### src/rtl/wb_timer.sv
// rtl/wb_timer.sv - Wishbone machine timer (mtime/mtimecmp) and software-interrupt peripheral
// Optional mtime-hi snapshot register enabled by WB_TIMER_SNAPSHOT_EN.
module wb_timer #(
    parameter int unsigned PRESCALE       = 1,
    parameter logic [63:0] MTIMECMP_RESET = 64'hFFFF_FFFF_FFFF_FFFF
) (
    input  logic        clk,
    input  logic        rst,
    input  logic        wb_cyc,
    input  logic        wb_stb,
    input  logic        wb_wr_en,
    input  logic [31:0] wb_addr,
    input  logic [31:0] wb_wr_data,
    input  logic [3:0]  wb_wr_sel,
    output logic        wb_ack,
    output logic        wb_stall,
    output logic [31:0] wb_rd_data,
    output logic        timer_interrupt,
    output logic        software_interrupt
);

    localparam int CW = (PRESCALE > 1) ? $clog2(PRESCALE) : 1;
    localparam logic [CW-1:0] PS_LAST = CW'(PRESCALE - 1);

    logic [CW-1:0] ps_cnt;
    logic          tick;
    logic [63:0]   mtime;
    logic [63:0]   mtime_next;
    logic [63:0]   mtimecmp;
    logic          msip;
    logic          ack_q;
    logic [31:0]   rd_q;
    logic [31:0]   rd_val;
    logic          accept;
    logic          wr_acc;
    logic          rd_acc;
    logic [2:0]    word;
    logic          unused_addr_bits;

    function automatic logic [31:0] merge_bytes(input logic [31:0] old_val,
                                                input logic [31:0] new_val,
                                                input logic [3:0]  be);
        logic [31:0] r;
        r = old_val;
        for (int i = 0; i < 4; i++) begin
            if (be[i]) r[i*8 +: 8] = new_val[i*8 +: 8];
        end
        return r;
    endfunction

    assign accept           = wb_cyc & wb_stb;
    assign wr_acc           = accept & wb_wr_en;
    assign rd_acc           = accept & ~wb_wr_en;
    assign word             = wb_addr[4:2];
    assign tick             = (ps_cnt == PS_LAST);
    assign unused_addr_bits = ^{wb_addr[31:5], wb_addr[1:0]};

`ifdef WB_TIMER_SNAPSHOT_EN
    logic [31:0] mtime_hi_shadow;

    always_ff @(posedge clk or posedge rst) begin
        if (rst) begin
            mtime_hi_shadow <= '0;
        end else if (rd_acc && word == 3'd3) begin
            mtime_hi_shadow <= mtime[63:32];
        end else if (wr_acc && word == 3'd4) begin
            mtime_hi_shadow <= merge_bytes(mtime_hi_shadow, wb_wr_data, wb_wr_sel);
        end
    end
`endif

    always_comb begin
        rd_val = '0;
        case (word)
            3'd0: rd_val = {31'b0, msip};
            3'd1: rd_val = mtimecmp[31:0];
            3'd2: rd_val = mtimecmp[63:32];
            3'd3: rd_val = mtime[31:0];
`ifdef WB_TIMER_SNAPSHOT_EN
            3'd4: rd_val = mtime_hi_shadow;
`else
            3'd4: rd_val = mtime[63:32];
`endif
            default: rd_val = '0;
        endcase
    end

    // A bus write to one mtime word overrides the tick for that word and
    // blocks the carry into the other one.
    always_comb begin
        mtime_next = tick ? mtime + 64'd1 : mtime;
        if (wr_acc && (|wb_wr_sel)) begin
            if (word == 3'd3) begin
                mtime_next = {mtime[63:32], merge_bytes(mtime[31:0], wb_wr_data, wb_wr_sel)};
            end else if (word == 3'd4) begin
                mtime_next = {merge_bytes(mtime[63:32], wb_wr_data, wb_wr_sel), mtime[31:0]};
            end
        end
    end

    always_ff @(posedge clk or posedge rst) begin
        if (rst) begin
            ps_cnt             <= '0;
            mtime              <= '0;
            mtimecmp           <= MTIMECMP_RESET;
            msip               <= 1'b0;
            ack_q              <= 1'b0;
            rd_q               <= '0;
            timer_interrupt    <= 1'b0;
            software_interrupt <= 1'b0;
        end else begin
            ps_cnt             <= tick ? '0 : ps_cnt + 1'b1;
            mtime              <= mtime_next;
            ack_q              <= accept;
            rd_q               <= rd_acc ? rd_val : '0;
            timer_interrupt    <= (mtime >= mtimecmp);
            software_interrupt <= msip;
            if (wr_acc) begin
                case (word)
                    3'd0: if (wb_wr_sel[0]) msip <= wb_wr_data[0];
                    3'd1: mtimecmp[31:0]  <= merge_bytes(mtimecmp[31:0], wb_wr_data, wb_wr_sel);
                    3'd2: mtimecmp[63:32] <= merge_bytes(mtimecmp[63:32], wb_wr_data, wb_wr_sel);
                    default: ;
                endcase
            end
        end
    end

    // The master may abandon the cycle; a pending ack is then suppressed.
    assign wb_ack     = ack_q & wb_cyc;
    assign wb_rd_data = wb_ack ? rd_q : '0;
    assign wb_stall   = 1'b0;

endmodule

### config.mk
export PLATFORM = sky130hd
export DESIGN_NAME = wb_timer
export DESIGN_NICKNAME = d
export VERILOG_FILES = /design/src/rtl/wb_timer.sv
export SDC_FILE = /design/constraint.sdc
export NUM_CORES = 1
export LEC_CHECK = 0
export BUFFER_PORTS_ARGS = -buffer_cell sky130_fd_sc_hd__buf_2
export CAP_MARGIN = 25
export CORE_MARGIN = 2
export CORE_UTILIZATION = 25
export CTS_CLUSTER_DIAMETER = 50
export DETAILED_ROUTE_END_ITERATION = 7
export PLACE_DENSITY = 0.46
export SYNTH_ARGS = -nofsm -noshare
export SYNTH_HDL_FRONTEND = slang
export SYNTH_SLANG_ARGS = --single-unit
### constraint.sdc
create_clock -name clk -period 4.82 [get_ports clk]
set_clock_uncertainty 0.15 [all_clocks]
set_input_delay 0.723 -clock clk [delete_from_list [all_inputs] [get_ports clk]]
set_output_delay 0.723 -clock clk [all_outputs]
set_load 0.005 [all_outputs]
* After elaboration in Yosys (flattened, before gate mapping) *
Cells that the tools add are included.

word-level totals
  flip-flop bits (word level) = 165
  input bits = 73
  output and inout port bits = 36
  logic and storage cells = 76

cells by class
  $add $sub $neg = 2
  magnitude comparators = 1
  equality and inequality tests = 14
  mux-type cells = 12
  bitwise gates (word level) = 5
  reductions and logical operators = 20

operators by type and width
  kind                                                                   count
  64-bit 2-to-1 mux                                                      4
  32-bit one-hot mux with 5 select lines                                 1
  64-bit by 1-bit adder with 64-bit output, second input constant        1
  64-bit >= comparator                                                   1
  32-bit 2-to-1 mux                                                      2
  8-bit 2-to-1 mux                                                       4
  3-bit inequality test, second input constant                           9
  3-bit AND reduction                                                    9
  2-bit AND reduction                                                    8
  3-bit by 2-bit equality test with 1-bit output, second input constant  2
  1-bit AND                                                              4
  4-bit OR reduction                                                     1
  3-bit by 1-bit equality test with 1-bit output, second input constant  1
  3-bit equality test, second input constant                             1
  3-bit logical NOT                                                      1
  2-bit inequality test, second input constant                           1
  1-bit adder, second input constant                                     1
  1-bit logical AND                                                      1
  1-bit 2-to-1 mux                                                       1
  1-bit NOT                                                              1

* Logic depth before layout (Yosys ltp) *
Gate-level depths: netlist (run 1).

  depth in word-level cells = 5
  mapped depth = 9
  gate-level depth less buffers = 8

* Least setup slack after synthesis (run 1) *
Ideal clock, no wire load.

  path kind = input -> register
  from = input wb_addr[2]
  to = register mtime[35]
  library setup time = 0.126 ns
  arrival time = 2.447 ns
  required time = 4.544 ns
  setup slack = 2.097 ns
  cell stages on the path = 8
  buffers on the path = 4
  cells stage by stage = buf_2 or3b_1 clkbuf_1 a211oi_1 buf_2 buf_2 o21ai_0 a221o_1

between the ends
  cells in the longest elaborated chain, start to end = 4
  elaborated cells on any way between the ends = 8
  those cells by class = eq/ne: 4; mux: 3; reduce/logical: 1

RTL lines
  what                  RTL line  source
  from (decl)           12        input logic [31:0] wb_addr,
  3-bit equality test   95        end else if (word == 3'd4) begin
  64-bit 2-to-1 mux     95
  64-bit 2-to-1 mux     93        if (word == 3'd3) begin
  64-bit 2-to-1 mux     92        if (wr_acc && (|wb_wr_sel)) begin
  to (signal assigned)  113       mtime <= mtime_next;
  to (decl)             27        logic [63:0] mtime;

Several ways; a longest one is shown, not always the timed one. The select of a mux whose other input is x is not followed.
A chain may end at the register's enable or synchronous reset.

* Worst setup path after layout (run 1) *
  from = register mtimecmp[61]
  to = register timer_interrupt

between the ends
  cells in the longest elaborated chain, start to end = 1

RTL lines
  what                    RTL line  source
  from (decl)             29        logic [63:0] mtimecmp;
  from (signal assigned)  122       3'd2: mtimecmp[63:32] <= merge_bytes(mtimecmp[63:32], wb_wr_data, wb_wr_sel);
  64-bit >= comparator    116       timer_interrupt <= (mtime >= mtimecmp);
  to (signal assigned)    116
  to (decl)               18        output logic timer_interrupt,

Every way passes these cells.

==> results.yml, run 1 <==
run_status:
  run_status: "finished clean"
floorplan:
  fp.coreArea_sq_mm: 0.0419
  rows: 75
  die-area_sq_mm: 0.0439
  ioPinCount: 109
  initial_core_util_pct: 25.2
  die_width_um: 209
  dieHeight_um: 209
clocking:
  ctsLongestPathBuffers: 2
  clk_transition_reported_paths_ps: 80
  cts_repair_resize_count: 0
  postCtsHoldBufs: 0
  post-cts-setup-buffers: 0
  cts_htree_levels: 4
  cts_sinks: 164
  cts_buffers: 17
  cts_root_buf: "sky130_fd_sc_hd__clkbuf_16"
  cts_tree: "yes"
  clock_insertion_delay_worst_skew_ps: 450
worst_setup_path:
  critical_path.endpoint_type: "register"
  worst_ep_arrival_time_ps: 3780
  worst-setup-path-type: "register to register"
  crit_required_ps: 5020
  crit_path_start_kind: "register"
  critical_path.max_fanout: 3
layout:
  design.final.nets: 1379
  multi_input_combinational_cell_area_sq_mm: 0.00584
  drive_gt1_share_pct: 21.2
  final_cells: 1795
  seqCellArea_sq_mm: 0.00418
  fillers: 4487
  layout.cell_area.non_filler_sq_mm: 0.0121
  layout-area-overhead-vs-synth_pct: 14.8
yosys:
  synth_compound_gate_area_share_pct: 20.9
  synth_top_family_by_area: "compound AO/OA/AOI/OAI gates"
  synth.mux.area_fraction_pct: 5.57
  post_synth_instance_area_sq_mm: 0.0106
  synth.lib_cells_used.distinct: 74
  synth_xor_xnor_area_share_pct: 0.332
  yosys_register_bits: 164
  postSynth.asyncResetShare_pct: 100
  syn-mean-instance-area_sq_um: 8.85
  synth_seq_area_share_pct: 39.6
  synth.yosys.warnings: 0
  synthSimpleGateAreaFrac_pct: 20.4
  postSynth.topFlopCell: "sky130_fd_sc_hd__dfrtp_1"
  yosys.area_share.adder_pct: 7.71
  synthCells: 1192
  synth-edff-count: 0
  mappedNetlistNets: 1330
grt:
  grt.met3_usage_pct: 3.37
  first_global_vias: 9409
  antenna_violations_before_repair: 2
  groute.layer.met1.usage_pct: 24.8
  global_route_wire_length_before_repair_um: 59000
  use_met2_pct: 27.2
  grt_usage_pct: 17.6
  grt_start_max_net_pins: 79
  gr-total-overflow: 0
  global_route_layer_with_the_greatest_usage: "met2"
power:
  design_power_total_w: 0.00449
  power.density_cell_area_mw_per_mm2: 370
  vdd_drop_max_uv: 205
  p_leak_nw: 5.03
routing:
  dr.first_iter.drc_count: 790
  wl_um: 38000
  vias_per_cell: 5.34
  drt-pass1-iter-count: 5
  antenna_left: 0
  drc: 0
  vias: 9582
  post_drt_wl_per_cell_um: 21.2
timing:
  finalCritPeriodShare_pct: 74.2
  slew_headroom_pct: 35.1
  hold_ws_ps: 267
  setup_viol: 0
  grt_setup_unrepaired: "false"
  timing_max_transition_violations_final: 0
  final_hold_viol_count: 0
  max_freq_mhz: 279
  tightestPinTransition_ps: 967
  final.setup.tns_ps: 0
  fin_crit_ps: 3580
placed_design:
  dp_hpwl_um: 27600
  dpl-instance-area_sq_mm: 0.0116
  post-place-cells: 1761
  place.port_buffers: 78
  routability_congestion_estimate_from_global_placement: 0.863
flow_run:
  maxCapViolCount: 0
worst_hold_path:
  min_path_type: "register to register"
-- placed cells by master, fill, tap and decap left out, types with 11 or more instances in the layout --
cell,n
sky130_fd_sc_hd__o21ai_0,73
sky130_fd_sc_hd__a22oi_1,68
sky130_fd_sc_hd__nor2_1,79
sky130_fd_sc_hd__nand2_1,105
sky130_fd_sc_hd__nor3_1,26
sky130_fd_sc_hd__a21oi_1,97
sky130_fd_sc_hd__nor4_1,14
sky130_fd_sc_hd__ha_1,65
sky130_fd_sc_hd__o22ai_1,11
sky130_fd_sc_hd__dfstp_2,64
sky130_fd_sc_hd__clkbuf_16,17
sky130_fd_sc_hd__and3_1,49
sky130_fd_sc_hd__mux2_2,46
sky130_fd_sc_hd__dfrtp_1,100
sky130_fd_sc_hd__nand4_1,24
sky130_fd_sc_hd__nand3_1,56
sky130_fd_sc_hd__buf_2,78
sky130_fd_sc_hd__buf_4,19
sky130_fd_sc_hd__inv_1,76
-- power breakdown --
part,switching (W),leakage (nW),internal (W)
Sequential,0.000359,1.93,0.00166
Combinational,0.000670,2.86,0.000492
Clock,0.000625,0.249,0.000678
Total,0.00165,5.03,0.00283
-- layer usage --
layer  vias to the layer above  routed length, um
met3                        55               1920
met4                         0                928
met2                       275              16900
met1                      4718              18200
li1                       4534                  -
met5                         -                  0
-- final cells by class --
| type | instances | share of cell area, % |
|---|---|---|
| flip-flops and latches | 164 | 34.5 |
| diodes | 2 | 0.0413 |
| clock inverters | 13 | 0.847 |
| inverters | 77 | 2.42 |
| clock buffers | 19 | 3.66 |
| multi-input cells | 882 | 48.2 |
| well taps | 539 | 5.57 |
| repair buffers | 99 | 4.73 |
-- stage by stage --
stage / utilization (%) / worst slack, ps
6_report: 29.0 / 1240
3_3_place_gp: 27.6 / 1310
4_1_cts: 28.9 / 1370
5_1_grt: 28.9 / 1120
2_1_floorplan: - / 1910
3_5_place_dp: 27.6 / 1220
-- path summary, 6_finish.rpt --
kind                                      endpoint  cells after the start          from  slack, ps
worst max-delay path               timer_interrupt                      8  mtimecmp[61]       1240
worst min-delay path            software_interrupt                      0          msip        270
worst max register to register     timer_interrupt                      8  mtimecmp[61]       1240
worst min register to register  software_interrupt                      0          msip        270
max in group asynchronous                mtime[29]                      3           rst       3250
min in group asynchronous                mtime[48]                      2           rst        310
-- sequential cells by signal (all words and copies together) (netlist names) --
register,count
mtime,64
mtimecmp,64
rd_q,32
ack_q,1
msip,1
software_interrupt,1
timer_interrupt,1
-- synthesized netlist by cell type, types with 14 or more instances --
master / instances / area share, %
sky130_fd_sc_hd__a21oi_1: 97 / 4.6
sky130_fd_sc_hd__a22oi_1: 68 / 4.8
sky130_fd_sc_hd__and3_1: 49 / 2.9
sky130_fd_sc_hd__clkbuf_1: 48 / 1.7
sky130_fd_sc_hd__dfrtp_1: 100 / 24
sky130_fd_sc_hd__dfstp_2: 64 / 16
sky130_fd_sc_hd__ha_1: 65 / 7.7
sky130_fd_sc_hd__inv_1: 77 / 2.7
sky130_fd_sc_hd__mux2_2: 46 / 4.9
sky130_fd_sc_hd__nand2_1: 105 / 3.7
sky130_fd_sc_hd__nand3_1: 56 / 2.7
sky130_fd_sc_hd__nand4_1: 24 / 1.4
sky130_fd_sc_hd__nor2_1: 79 / 2.8
sky130_fd_sc_hd__nor3_1: 27 / 1.3
sky130_fd_sc_hd__nor4_1: 14 / 0.83
sky130_fd_sc_hd__o21ai_0: 73 / 3.5
-- critical path, stage by stage (launching register included) --
cell and delay (ps):
sky130_fd_sc_hd__dfstp_2 550, sky130_fd_sc_hd__inv_1 50, sky130_fd_sc_hd__ha_1 290, sky130_fd_sc_hd__nand4_1 170
sky130_fd_sc_hd__nor4_1 570, sky130_fd_sc_hd__or3b_2 570, sky130_fd_sc_hd__nor4_1 630, sky130_fd_sc_hd__o311ai_0 260
sky130_fd_sc_hd__nand3_1 230
-- cell families after synthesis --
kind of cell | after synthesis
DFF | 164
adders and majority gates | 65
muxes | 53
AOI/OAI and AO/OA | 342
buffers and inverters | 146
other | 1
xor gates and xnor gates | 4
and+or+nand+nor | 417
Power figures use the tool's default switching activity.
==> run 2, diff against run 1 <==
PLACE_DENSITY = 0.44   (was 0.46)
clock period = 3.33 ns   (was 4.82 ns; I/O delays follow)
==> results.yml, run 2 (synthesis results as in run 1) <==
power:
  power.density_cell_area_mw_per_mm2: 542
  vdd_drop_max_uv: 313
  design_power_total_w: 0.00686
  p_leak_nw: 5.38
layout:
  fillers: 4471
  insertedDiodeCount: 0
  drive_gt1_share_pct: 24.7
  layout.cells.most_common_list: "sky130_fd_sc_hd__nand2_1, sky130_fd_sc_hd__dfrtp_1, sky130_fd_sc_hd__a21oi_1, sky130_fd_sc_hd__nor2_1, sky130_fd_sc_hd__buf_2"
  mostFrequentLayoutCell: "sky130_fd_sc_hd__nand2_1"
  design.final.nets: 1438
  final_cells: 1852
  layout.cell_area.non_filler_sq_mm: 0.0127
  layout-area-overhead-vs-synth_pct: 19.9
  reg_top3: "mtime x64, mtimecmp x64, rd_q x32"
routing:
  post_drt_wl_per_cell_um: 21.8
  dr.first_iter.drc_count: 739
  drt-pass1-iter-count: 7
  antenna_left: 0
  vias: 9850
  vias_per_cell: 5.32
  wl_um: 40300
  drc: 0
grt:
  grt_start_max_net_pins: 62
  grt_usage_pct: 18.5
  gr-total-overflow: 0
  antenna_violations_before_repair: 3
  global_route_wire_length_before_repair_um: 61700
  first_global_vias: 9640
timing:
  final.setup.tns_ps: 0
  grt_setup_unrepaired: "false"
  finalCritPeriodShare_pct: 94.0
  timing_max_transition_violations_final: 0
  slew_headroom_pct: 40.8
  fin_crit_ps: 3130
  final_hold_viol_count: 0
  setup_viol: 0
  max_freq_mhz: 319
  hold_ws_ps: 160
  tightestPinTransition_ps: 878
worst_setup_path:
  cpPeakStageDelay_ps: 540
  crit_required_ps: 3560
  worst_ep_arrival_time_ps: 3360
  cp-startpoint: "mtimecmp[61]"
  crit-reg2reg-launch: "mtimecmp[61]"
  cpMaxStageDelayCell: "sky130_fd_sc_hd__dfstp_2"
  ff2ff_path_depth: 9
  crit_path_start_kind: "register"
  critical_path.max_fanout: 3
  worst-setup-path-type: "register to register"
  cpMostUsedCell: "sky130_fd_sc_hd__nor4_1"
  critical_path_cell_sequence: "inv_1 > ha_1 > nand4_1 > nor4_1 > buf_4 > or3b_2 > nor4_1 > o311ai_0 > nand3_1"
  critical_path.endpoint_type: "register"
floorplan:
  die_width_um: 209
  die-area_sq_mm: 0.0439
  ioPinCount: 109
  dieHeight_um: 209
  rows: 75
  fp.coreArea_sq_mm: 0.0419
  initial_core_util_pct: 25.2
clocking:
  ctsLongestPathBuffers: 2
  clk_transition_reported_paths_ps: 70
  cts_sinks: 164
  cts_buffers: 17
  cts_repair_resize_count: 0
  cts_htree_levels: 4
  clock_insertion_delay_worst_skew_ps: 450
  cts_root_buf: "sky130_fd_sc_hd__clkbuf_16"
  cts_tree: "yes"
placed_design:
  dpl-instance-area_sq_mm: 0.0121
  place.port_buffers: 78
  post-place-cells: 1819
  dp_hpwl_um: 30000
  routability_congestion_estimate_from_global_placement: 0.853
run_status:
  run_status: "finished clean"
flow_run:
  maxCapViolCount: 0
worst_hold_path:
  hold_path.startpoint: "wb_wr_data[12]"
  min_path_cells: 3
  min_path_type: "input pin to register"
## run 2: cell count changes in the layout (fill, tap and decap cells not counted)
cell | previous run | this run
sky130_fd_sc_hd__buf_4 | 19 | 73
sky130_fd_sc_hd__clkinv_2 | 1 | 0
sky130_fd_sc_hd__dlygate4sd3_1 | 0 | 1
sky130_fd_sc_hd__inv_6 | 3 | 6
sky130_fd_sc_hd__clkinvlp_4 | 7 | 2
sky130_fd_sc_hd__clkbuf_8 | 1 | 0
sky130_fd_sc_hd__diode_2 | 2 | 0
sky130_fd_sc_hd__bufinv_16 | 0 | 2
sky130_fd_sc_hd__clkinv_4 | 3 | 4
sky130_fd_sc_hd__inv_8 | 0 | 1
sky130_fd_sc_hd__buf_12 | 2 | 6
## run 2: path summary, 6_finish.rpt
kind,to,slack [ps]
min in group asynchronous,rd_q[21],470
min reg2reg,software_interrupt,280
max reg2reg,timer_interrupt,200
min,mtimecmp[12],160
max in group asynchronous,mtimecmp[35],1840
max,timer_interrupt,200
## run 2: cell type report
type                            count  area [sq um]  share of cell area (%)
Clock buffer                       18           429                    3.39
Sequential cell                   164          4180                    33.1
Inverter                           77           293                    2.31
Clock inverter                     14           166                    1.31
Tap cell                          539           674                    5.33
Timing Repair Buffer              158          1070                    8.44
Multi-Input combinational cell    882          5840                    46.2
## run 2: metal layers
metal | wire (um) | share of wire (%) | vias up | global-route usage (%)
met5 | 37 | 0.092 | - | 0
met4 | 571 | 1.4 | 6 | 4.77
met3 | 1990 | 4.9 | 37 | 2.68
met2 | 18300 | 45 | 294 | 29.0
met1 | 19400 | 48 | 4880 | 26.8
li1 | - | - | 4633 | -
## run 2: where the power goes
group          internal, W  switching (W)
Combinational     0.000815        0.00113
Clock              0.00113       0.000962
Sequential         0.00241       0.000403
## run 2: per-stage QoR
stage / utilization [%] / setup slack (ps)
after floorplan: - / 648
after global placement: 28.8 / 354
after detailed placement: 28.8 / 227
after CTS: 30.2 / 214
after global routing: 30.2 / 63.3
final: 30.2 / 199
## run 2: timing repair
item                                   in CTS  in global routing
buffers inserted                            0                  0
setup endpoints to repair                   0                  0
endpoints found under the hold margin       4                  0
hold buffers                                1                  0
## run 2: worst max-delay path, delay by kind of cell (launching register included)
family | cells | cell delay [ps]
flip-flops | 1 | 540
buffers and inverters | 2 | 230
AND/OR/NAND/NOR | 5 | 1630
adder cells (fa/ha/maj) | 1 | 300
AO/OA/AOI/OAI | 1 | 210
